==> src/rtl/mem_ctrl.sv <==
// mem_ctrl: byte-serial RAM responder for fetch and load/store.
// One pending slot per requester, LS priority, rollback aware.
module mem_ctrl #(
  parameter int ADDR_WIDTH = 32,
  parameter int WORD_BYTES = 4
) (
  input  logic                    clk,
  input  logic                    rst,
  input  logic                    in_rollback,
  input  logic                    in_if_ena,
  input  logic [ADDR_WIDTH-1:0]   in_if_addr,
  output logic                    out_if_ready,
  output logic [8*WORD_BYTES-1:0] out_if_inst,
  input  logic                    in_ls_ena,
  input  logic                    in_ls_iswrite,
  input  logic [1:0]              in_ls_size,
  input  logic [ADDR_WIDTH-1:0]   in_ls_addr,
  input  logic [8*WORD_BYTES-1:0] in_ls_data,
  output logic                    out_ls_ready,
  output logic [8*WORD_BYTES-1:0] out_ls_data,
  input  logic [7:0]              in_ram_data,
  output logic [7:0]              out_ram_data,
  output logic [ADDR_WIDTH-1:0]   out_ram_addr,
  output logic                    out_ram_wr
);

  localparam int DW = 8 * WORD_BYTES;
  localparam int CW = $clog2(WORD_BYTES) + 1;

  typedef enum logic {
    IDLE = 1'b0,
    XFER = 1'b1
  } state_t;

  state_t                r_state, w_state_n;

  logic                  r_if_v, w_if_v_n;
  logic [ADDR_WIDTH-1:0] r_if_addr, w_if_addr_n;

  logic                  r_ls_v, w_ls_v_n;
  logic                  r_ls_wr, w_ls_wr_n;
  logic [1:0]            r_ls_size, w_ls_size_n;
  logic [ADDR_WIDTH-1:0] r_ls_addr, w_ls_addr_n;
  logic [DW-1:0]         r_ls_data, w_ls_data_n;

  logic                  r_cur_ls, w_cur_ls_n;
  logic                  r_cur_wr, w_cur_wr_n;
  logic [CW-1:0]         r_cnt, w_cnt_n;
  logic [CW-1:0]         r_nb, w_nb_n;
  logic [DW-1:0]         r_wdata, w_wdata_n;
  logic [DW-1:0]         r_buf, w_buf_n;

  logic                  r_if_ready, w_if_ready_n;
  logic [DW-1:0]         r_if_inst, w_if_inst_n;
  logic                  r_ls_ready, w_ls_ready_n;
  logic [DW-1:0]         r_ls_rdata, w_ls_rdata_n;
  logic [7:0]            r_ram_data, w_ram_data_n;
  logic [ADDR_WIDTH-1:0] r_ram_addr, w_ram_addr_n;
  logic                  r_ram_wr, w_ram_wr_n;

  // A rollback cancels speculative live requests; stores survive it.
  logic                  w_if_live, w_ls_live;
  logic                  w_if_req, w_ls_req;
  logic                  w_sel_wr;
  logic [1:0]            w_sel_size;
  logic [ADDR_WIDTH-1:0] w_sel_addr;
  logic [DW-1:0]         w_sel_data;
  logic [CW-1:0]         w_ls_nb;
  logic [DW-1:0]         w_cap;

  assign w_if_live = in_if_ena & ~in_rollback;
  assign w_ls_live = in_ls_ena & ~(in_rollback & ~in_ls_iswrite);
  assign w_if_req  = w_if_live | (r_if_v & ~in_rollback);
  assign w_ls_req  = w_ls_live | (r_ls_v & ~(in_rollback & ~r_ls_wr));

  assign w_sel_wr   = w_ls_live ? in_ls_iswrite : r_ls_wr;
  assign w_sel_size = w_ls_live ? in_ls_size    : r_ls_size;
  assign w_sel_addr = w_ls_live ? in_ls_addr    : r_ls_addr;
  assign w_sel_data = w_ls_live ? in_ls_data    : r_ls_data;

  // Transfer length in bytes for the selected LS request.
  always_comb begin
    w_ls_nb = CW'(WORD_BYTES);
    unique case (w_sel_size)
      2'd0:    w_ls_nb = CW'(1);
      2'd1:    w_ls_nb = CW'(2);
      default: w_ls_nb = CW'(WORD_BYTES);
    endcase
  end

  // Merge the byte on the RAM bus into its little-endian lane.
  always_comb begin
    w_cap = r_buf;
    for (int b = 0; b < WORD_BYTES; b++) begin
      if (r_cnt == CW'(b + 1)) begin
        w_cap[8*b +: 8] = in_ram_data;
      end
    end
  end

  // Next-state, slot and output computation.
  always_comb begin
    w_state_n    = r_state;
    w_if_v_n     = r_if_v;
    w_if_addr_n  = r_if_addr;
    w_ls_v_n     = r_ls_v;
    w_ls_wr_n    = r_ls_wr;
    w_ls_size_n  = r_ls_size;
    w_ls_addr_n  = r_ls_addr;
    w_ls_data_n  = r_ls_data;
    w_cur_ls_n   = r_cur_ls;
    w_cur_wr_n   = r_cur_wr;
    w_cnt_n      = r_cnt;
    w_nb_n       = r_nb;
    w_wdata_n    = r_wdata;
    w_buf_n      = r_buf;
    w_if_ready_n = 1'b0;
    w_if_inst_n  = r_if_inst;
    w_ls_ready_n = 1'b0;
    w_ls_rdata_n = r_ls_rdata;
    w_ram_data_n = r_ram_data;
    w_ram_addr_n = r_ram_addr;
    w_ram_wr_n   = r_ram_wr;

    if (in_rollback) begin
      w_if_v_n = 1'b0;
      if (!r_ls_wr) w_ls_v_n = 1'b0;
    end
    if (w_if_live) begin
      w_if_v_n    = 1'b1;
      w_if_addr_n = in_if_addr;
    end
    if (w_ls_live) begin
      w_ls_v_n    = 1'b1;
      w_ls_wr_n   = in_ls_iswrite;
      w_ls_size_n = in_ls_size;
      w_ls_addr_n = in_ls_addr;
      w_ls_data_n = in_ls_data;
    end

    unique case (r_state)
      IDLE: begin
        if (w_ls_req) begin
          w_ls_v_n     = 1'b0;
          w_state_n    = XFER;
          w_cur_ls_n   = 1'b1;
          w_cur_wr_n   = w_sel_wr;
          w_cnt_n      = '0;
          w_nb_n       = w_ls_nb;
          w_wdata_n    = w_sel_data;
          w_buf_n      = '0;
          w_ram_addr_n = w_sel_addr;
          w_ram_data_n = w_sel_data[7:0];
          w_ram_wr_n   = w_sel_wr;
        end else if (w_if_req) begin
          w_if_v_n     = 1'b0;
          w_state_n    = XFER;
          w_cur_ls_n   = 1'b0;
          w_cur_wr_n   = 1'b0;
          w_cnt_n      = '0;
          w_nb_n       = CW'(WORD_BYTES);
          w_wdata_n    = '0;
          w_buf_n      = '0;
          w_ram_addr_n = w_if_live ? in_if_addr : r_if_addr;
          w_ram_data_n = '0;
          w_ram_wr_n   = 1'b0;
        end
      end
      XFER: begin
        if (in_rollback && !r_cur_wr) begin
          w_state_n  = IDLE;
          w_ram_wr_n = 1'b0;
        end else if (r_cur_wr) begin
          if ((r_cnt + CW'(1)) < r_nb) begin
            w_cnt_n      = r_cnt + CW'(1);
            w_ram_addr_n = r_ram_addr + 1'b1;
            w_wdata_n    = r_wdata >> 8;
            w_ram_data_n = r_wdata[15:8];
          end else begin
            w_ram_wr_n   = 1'b0;
            w_ls_ready_n = 1'b1;
            w_state_n    = IDLE;
          end
        end else begin
          w_cnt_n = r_cnt + CW'(1);
          w_buf_n = w_cap;
          if ((r_cnt + CW'(1)) < r_nb) begin
            w_ram_addr_n = r_ram_addr + 1'b1;
          end
          if (r_cnt == r_nb) begin
            w_state_n = IDLE;
            if (r_cur_ls) begin
              w_ls_ready_n = 1'b1;
              w_ls_rdata_n = w_cap;
            end else begin
              w_if_ready_n = 1'b1;
              w_if_inst_n  = w_cap;
            end
          end
        end
      end
      default: w_state_n = IDLE;
    endcase
  end

  // State and datapath registers with synchronous reset.
  always_ff @(posedge clk) begin
    if (rst) begin
      r_state    <= IDLE;
      r_if_v     <= 1'b0;
      r_if_addr  <= '0;
      r_ls_v     <= 1'b0;
      r_ls_wr    <= 1'b0;
      r_ls_size  <= '0;
      r_ls_addr  <= '0;
      r_ls_data  <= '0;
      r_cur_ls   <= 1'b0;
      r_cur_wr   <= 1'b0;
      r_cnt      <= '0;
      r_nb       <= '0;
      r_wdata    <= '0;
      r_buf      <= '0;
      r_if_ready <= 1'b0;
      r_if_inst  <= '0;
      r_ls_ready <= 1'b0;
      r_ls_rdata <= '0;
      r_ram_data <= '0;
      r_ram_addr <= '0;
      r_ram_wr   <= 1'b0;
    end else begin
      r_state    <= w_state_n;
      r_if_v     <= w_if_v_n;
      r_if_addr  <= w_if_addr_n;
      r_ls_v     <= w_ls_v_n;
      r_ls_wr    <= w_ls_wr_n;
      r_ls_size  <= w_ls_size_n;
      r_ls_addr  <= w_ls_addr_n;
      r_ls_data  <= w_ls_data_n;
      r_cur_ls   <= w_cur_ls_n;
      r_cur_wr   <= w_cur_wr_n;
      r_cnt      <= w_cnt_n;
      r_nb       <= w_nb_n;
      r_wdata    <= w_wdata_n;
      r_buf      <= w_buf_n;
      r_if_ready <= w_if_ready_n;
      r_if_inst  <= w_if_inst_n;
      r_ls_ready <= w_ls_ready_n;
      r_ls_rdata <= w_ls_rdata_n;
      r_ram_data <= w_ram_data_n;
      r_ram_addr <= w_ram_addr_n;
      r_ram_wr   <= w_ram_wr_n;
    end
  end

  assign out_if_ready = r_if_ready;
  assign out_if_inst  = r_if_inst;
  assign out_ls_ready = r_ls_ready;
  assign out_ls_data  = r_ls_rdata;
  assign out_ram_data = r_ram_data;
  assign out_ram_addr = r_ram_addr;
  assign out_ram_wr   = r_ram_wr;

endmodule

==> config.mk <==
export PLATFORM = sky130hd
export DESIGN_NAME = mem_ctrl
export DESIGN_NICKNAME = d
export VERILOG_FILES = /design/src/rtl/mem_ctrl.sv
export SDC_FILE = /design/constraint.sdc
export NUM_CORES = 1
export LEC_CHECK = 0
export ABC_AREA = 0
export CORE_ASPECT_RATIO = 2
export CORE_MARGIN = 8
export CORE_UTILIZATION = 45
export DETAILED_ROUTE_END_ITERATION = 10
export PLACE_DENSITY = 0.7
export SLEW_MARGIN = 10
export SYNTH_ARGS = -nofsm -noshare
export SYNTH_HDL_FRONTEND = slang
export SYNTH_SLANG_ARGS = --single-unit
==> constraint.sdc <==
create_clock -name clk -period 2.9 [get_ports clk]
set_input_delay 0.435 -clock clk [delete_from_list [all_inputs] [get_ports clk]]
set_output_delay 0.435 -clock clk [all_outputs]
set_load 0.05 [all_outputs]
======== After elaboration in Yosys (flattened, before gate mapping) ========
Index checks and enable logic that the tools add are counted.
W data, S select, Z words.
word-level totals
  output and inout port bits .............. 107
  register bits after elaboration ......... 281
  word-level logic and storage cells ...... 138
cells by class
  add/subtract/negate cells ............... 2
  equal/unequal tests ..................... 14
  bitwise logic cells ..................... 18
  order comparisons ....................... 1
  muxes and demuxes ....................... 68
  reduce and logical (&&, ||, !) cells .... 14
operators with widths
  operator                 number
  $mux W32                 15
  $pmux W32 S2             3
  $mux W8                  9
  $add A32 B1 Y32 const B  1
  $mux W1                  28
  $mux W3                  7
  $pmux W8 S2              1
  $pmux W3 S2              2
  $reduce_and A3 Y1        4
  $not A1 Y1               10
  $reduce_and A5 Y1        2
  $and A1 B1 Y1            6
  $eq A3 B2 Y1 const B     2
  $ne A3 B3 Y1 const B     2
  $reduce_or A5 Y1         1
  $ne A2 B1 Y1 const B     2
  $ne A2 B2 Y1 const B     2
  $pmux W1 S2              2
  $reduce_and A4 Y1        1
  $add A3 B1 Y3 const B    1
  $eq A3 B1 Y1 const B     1
  $eq A3 B3 Y1             1
  $eq A3 B3 Y1 const B     1
  $lt A3 B3 Y1             1
  11 further kinds         12

======== Logic depth before layout (Yosys ltp) ========
  depth after elaboration ................. 8
  gate-level depth with buffers ........... 12
  mapped depth without buffers ............ 10

======== Least setup slack after synthesis ========
No wires, ideal clock.
  path kind ............................... reg-to-reg
  start ................................... register r_ram_addr[0], in the netlist out_ram_addr[0]
  end ..................................... register r_ram_addr[26], in the netlist out_ram_addr[26]
  buffers on the path ..................... 1
  data arrival time ....................... 2.848 ns
  library setup time ...................... 0.077 ns
  slack ................................... -0.025 ns
  data required time ...................... 2.823 ns
  cell stages (with the launch flop) ...... 8
  cells stage by stage .................... dfxtp_1 > ha_1 > nand3_1 > or4_4 > buf_6 > or4_4 > or4_1 > a41oi_2
on the way
  word-level cells in the longest chain between the ends .. 4
RTL lines
  what                      RTL line  source
  start: declaration        58        logic [ADDR_WIDTH-1:0] r_ram_addr, w_ram_addr_n;
  start signal: assignment  250       r_ram_addr <= w_ram_addr_n;
  $add A32 B1 Y32           176, 188
  $mux W32                  174, 187
  $mux W32                  170       if (in_rollback && !r_cur_wr) begin
  $pmux W32 S2              141       unique case (r_state)
No other way between the ends. The select of a mux whose other input is x is not followed.
A chain may end at the register's enable or synchronous reset.

======== Final worst setup path ========
  start ................................... register r_cnt[1]
  end ..................................... register r_ram_addr[26], in the netlist out_ram_addr[26]
on the way
  word-level cells in the longest chain between the ends .. 4
RTL lines
  what                                RTL line  source
  start: declaration                  48        logic [CW-1:0] r_cnt, w_cnt_n;
  start signal: assignment            241       r_cnt <= w_cnt_n;
  $add A3 B1 Y3                       174, 187
  $lt A3 B3 Y1                        174, 187
  $ne A2 B1 Y1 (no source line)       --
  $reduce_and A3 Y1 (no source line)  --
No other way between the ends.

==> impl_metrics.toml <==
[synthesis]
synthCells = 1441
ys.flop_type = "dfxtp_1"
avgSynthCellArea_um2 = 8.14
synthArstFlopShare_pct = 0
synth_warnings = 0
synth_top_area_share_pct = 46.6
synth.area.top_cells = "dfxtp_1 47%, nand2_1 8.2%, a21oi_1 6.7%"
syn_area_mm2 = 0.0117
synth_cell_types = 59
syn-num-nets = 1562
ys_seq_area_share_pct = 46.6
synth_top_area_cell = "dfxtp_1"
synth-edff-count = 0
ys_seq_elements = 273

[routing]
antenna_left = 0
wl_met3_mm = 2.05
dr.pass1.iters = 5
viasPerCell = 5.63
drt-initial-drc-count = 850
wl_per_cell_um = 19.4
top_layer = "met4"
wl_met2_mm = 21.0
routed_wirelength_mm = 38.1
via_count = 11100
wl_met1_mm = 13.1
drc = 0

[setup_path]
endpoint_kind = "flop"
r2r_slack_ps = 170
path_class = "reg2reg"
startpoint_type = "flop"
crit_fanout = 6
crit_slowest_cell = "or4_1"
worstPathRequired_ps = 3370
critPathMostFrequentCell = "ha_1"
worst_ep_arrival_time_ps = 3200
rr_worst_depth = 10
max_stage_delay_ps = 490
cp_cell_sequence = "ha_1, ha_1, inv_1, ha_1, a21oi_1, nand4_1, o21a_1, buf_4, or4_1, a41oi_2"

[finish]
layout_common_cells = "270 x dfxtp_1, 256 x nand2_1, 217 x clkdlybuf4s50_1"
postLayoutCoreUtil_pct = 59.1
fin_nets = 1730
drive_gt1_share_pct = 7.50
syn2layout_area_growth_pct = 29.3
layout_commonest_cell = "dfxtp_1"

[die]
start_util_pct = 45.7
rows = 83
pin_count = 219
coreArea_mm2 = 0.0257
die_h_um = 244
die_x_um = 130
die-area_mm2 = 0.0318

[power]
vdd_ir_drop_max_uv = 638
pwr-share-clk_pct = 35.7
seq_power_share_pct = 45.3
switching_share_pct = 29.7
power.internal_uw = 6420
p_sw_uw = 2710
power_leakage_uw = 0.00554
power_frac_comb_pct = 19.1
power.density_mw_per_mm2 = 602

[clock_tree]
clkTransAtPathRegs_ps = 70
cts_tree = "yes"
clk_latency_ps = 540
cts_buffers = 25
post_cts_resized = 0
htree_levels = 1
cts-root-buf = "clkbuf_16"
cts_setup_buffers = 0
cts.path.max_buffers = 3
cts.sinks = 273
cts_hold_buf = 0

[global_routing]
grt_max_degree = 132
track_usage_pct = 23.7
grt_pass1_wl_mm = 59.4
overflow = 0
antenna_found_initial = 1
first_global_vias = 11100

[place]
hpwlAfterDp_mm = 27.7
dp_slack_ps = -241
numPortBuffers = 218
gp_congestion = 0.899

[hold_path]
min_path_cells = 2
min_path_type = "in2reg"

[timing]
period_share_pct = 94.0
layout_setup_ws_ps = 174
slew_viol_final = 0
worst_pin_slew_ps = 1020
rsz0062_at_grt = "no"
setup_tns_ps = 0
finalSetupViolations = 0
finalHoldViolCount = 0
fin_crit_ps = 2730
fmax_mhz = 367
fin_skew_ps = 14.6
max_slew_margin_pct = 31.8

[run]
max_cap_violations = 0

[run_status]
status = "finished clean"
==> worst paths after layout <==
check	from	to
setup / recovery	r_cnt[1]	out_ram_addr[26]
hold / removal	rst	r_buf[23]
setup reg to reg	r_cnt[1]	out_ram_addr[26]
hold reg to reg	r_ls_addr[15]	r_ls_addr[15]
==> layer usage <==
layer | vias to the layer above | GRT usage (%)
met5 | - | 0
met4 | 0 | 13.6
met3 | 94 | 3.92
met2 | 325 | 45.4
met1 | 5264 | 22.8
li1 | 5394 | -
==> synthesized netlist by cell type, drive strengths merged (3+ instances only) <==
master and count:
dfxtp 273, nand2 257, nor2 163, a21oi 158, clkbuf 86, a211oi 66, mux2i 64, nand3 62
o211ai 42, buf 41, o21ai 36, inv 16, nor3 15, and2 13, and3 12, a31oi 11
nand4 10, a22oi 9, ha 9, o32ai 8, mux2 7, a2111oi 6, nand2b 6, nor4 6
a21o 5, or4 5, a22o 4, a31o 4, a32oi 4, nor3b 4, o22ai 4, a221oi 3
o31ai 3, or3 3
==> per-stage QoR <==
step,total power [uW],cell area (um^2),hold slack [ps],cells
after global routing,9460,15200,252,1967
after CTS,9170,15200,221,1966
after detailed placement,5940,14400,445,1922
after floorplan,5210,11700,432,1441
after global placement,5920,14400,439,1922
final,9120,15200,247,1967
==> logic make-up after synthesis <==
group	share of synthesized area, %
AND/OR/NAND/NOR	20.8
AO/OA/AOI/OAI	20.5
flip-flops	46.6
buffers and inverters	4.93
multiplexers	6.13
adder cells (fa/ha/maj)	0.960
XOR/XNOR	0.149
==> worst max-delay path, delay by kind of cell, from the launching register on <==
| family | cells | cell delay [ps] |
|---|---|---|
| AO/OA/AOI/OAI | 3 | 660 |
| adder cells (fa/ha/maj) | 3 | 760 |
| buffers and inverters | 2 | 240 |
| flip-flops | 1 | 350 |
| AND/OR/NAND/NOR | 2 | 640 |
==> power groups by stage <==
stage,Combinational [uW],Clock [uW],Sequential [uW]
floorplan,766,0,4450
detailed placement,1730,0,4210
global placement,1710,0,4210
finish,1740,3260,4130
global route,1870,3440,4150
CTS,1740,3310,4130
==> state kept, by name, indices dropped and copies added (netlist names), 32 cells and up <==
| name | count |
|---|---|
| out_if_inst | 32 |
| out_ls_data | 32 |
| out_ram_addr | 32 |
| r_buf | 32 |
| r_if_addr | 32 |
| r_ls_addr | 32 |
| r_ls_data | 32 |
| r_wdata | 32 |
==> layout make-up <==
type,instances,area (um^2)
clock inverters,8,68.8
well taps,340,425
diodes,1,2.50
flip-flops and latches,273,5470
repair buffers,268,2700
inverters,16,60.1
clock buffers,36,717
multi-input cells,1025,5730
fillers,2375,10500
Note: power is estimated with default switching activity, not from simulation.
==> variant, RTL diff (same flow settings) <==
`WORD_BYTES`: 4 -> 2.
--- a/src/rtl/mem_ctrl.sv
+++ b/src/rtl/mem_ctrl.sv
@@ -2,7 +2,7 @@
 // One pending slot per requester, LS priority, rollback aware.
 module mem_ctrl #(
   parameter int ADDR_WIDTH = 32,
-  parameter int WORD_BYTES = 4
+  parameter int WORD_BYTES = 2
 ) (
   input  logic                    clk,
   input  logic                    rst,
Ports: changed (resized in_ls_data, out_if_inst and out_ls_data); port bits go from 219 to 171. The function was not compared with the original's and may differ.
==> variant against the original RTL <==
- worst setup slack gained 0.089 ns
- core utilization grew 1.3 points
- critical path depth is the same
- total power shrank 26%
- sequential cell count shrank 82
- area after synthesis shrank 29%
- sequential share of layout area shrank 1.5 points
- worst hold slack gained 0.22 ns
- cell area shrank 27%
- routed wire length shrank 32%
- critical path type unchanged
- highest routed layer unchanged
==> variant: results (changes against the original RTL) <==
status=completed (unchanged); PortBufs=170 (was 218); first-pass GRT wire length=40600 um (was 59400 um); Max transition margin=55.6% (was 31.8%); compound-cell area share of the yosys netlist=22.5% (was 20.5%); xor/xnor share of the synthesized area=0.104% (was 0.149%); Num CTS Buffers=17 (was 25); P_clk=2400 uW (was 3260 uW); Clk Latency, worst-skew pair=0.42 ns (was 0.54 ns); IR drop worst, VDD=0.448 mV (was 0.638 mV); CP max-delay cell=or4_4 (was or4_1); Bufs on Longest Clock Path=2 (was 3); Synth area leaders=dfxtp_1 (46%), mux2i_1 (6.4%), nor2_1 (4.1%) (was dfxtp_1 (47%), nand2_1 (8.2%), a21oi_1 (6.7%)); Wirelength per Cell=19.8 um (was 19.4 um); initial antenna violation count=0 (was 1); sequential area share after synthesis=45.6% (was 46.6%); H-tree lvl count=4 (was 1); RR Endpoint=out_ram_addr[20] (was out_ram_addr[26]); min-delay worst type=reg -> reg (was in -> reg); ant diodes=0 (was 1); CP delay by family, top=simple AND/OR/NAND/NOR gates (was adder cells); sequential power=2890 uW (was 4130 uW); Detail Placement HPWL=19200 um (was 27700 um); CP Max Fanout=5 (was 6); Static Leak=0.00406 uW (was 0.00554 uW); share of post-route cells with drive strength above 1=10.6% (was 7.50%); drt via density=5.83 (was 5.63); Post-Syn Nets=1018 (was 1562); multiplexer share of the synthesized area=9.13% (was 6.13%)
## variant: per-layer routing
layer / vias to the layer above / global-route usage [%] / wire [um]
met3: 66 / 5.72 / 1390
met1: 3577 / 21.4 / 9290
li1: 3701 / - / -
met4: 0 / 14.9 / 1610
met5: - / 0 / 0
met2: 230 / 38.8 / 13500
## variant: layout make-up
type / instances / area, um2
clock buffers: 19 / 433
clock inverters: 12 / 160
fillers: 1547 / 7240
inverters: 24 / 90.1
multi-input cells: 619 / 4140
flip-flops and latches: 191 / 3820
well taps: 216 / 270
repair buffers: 219 / 2140
## variant: metrics by stage
stage	total power (uW)	utilization (%)	hold WS [ns]	instances	setup WS [ns]
2_1_floorplan	3800	-	0.440	917	0.355
5_1_grt	6960	60.4	0.495	1300	0.109
3_3_place_gp	4350	57.2	0.456	1269	0.132
4_1_cts	6750	60.4	0.478	1300	0.268
6_report	6710	60.4	0.470	1300	0.263
3_5_place_dp	4370	57.2	0.464	1269	0.101
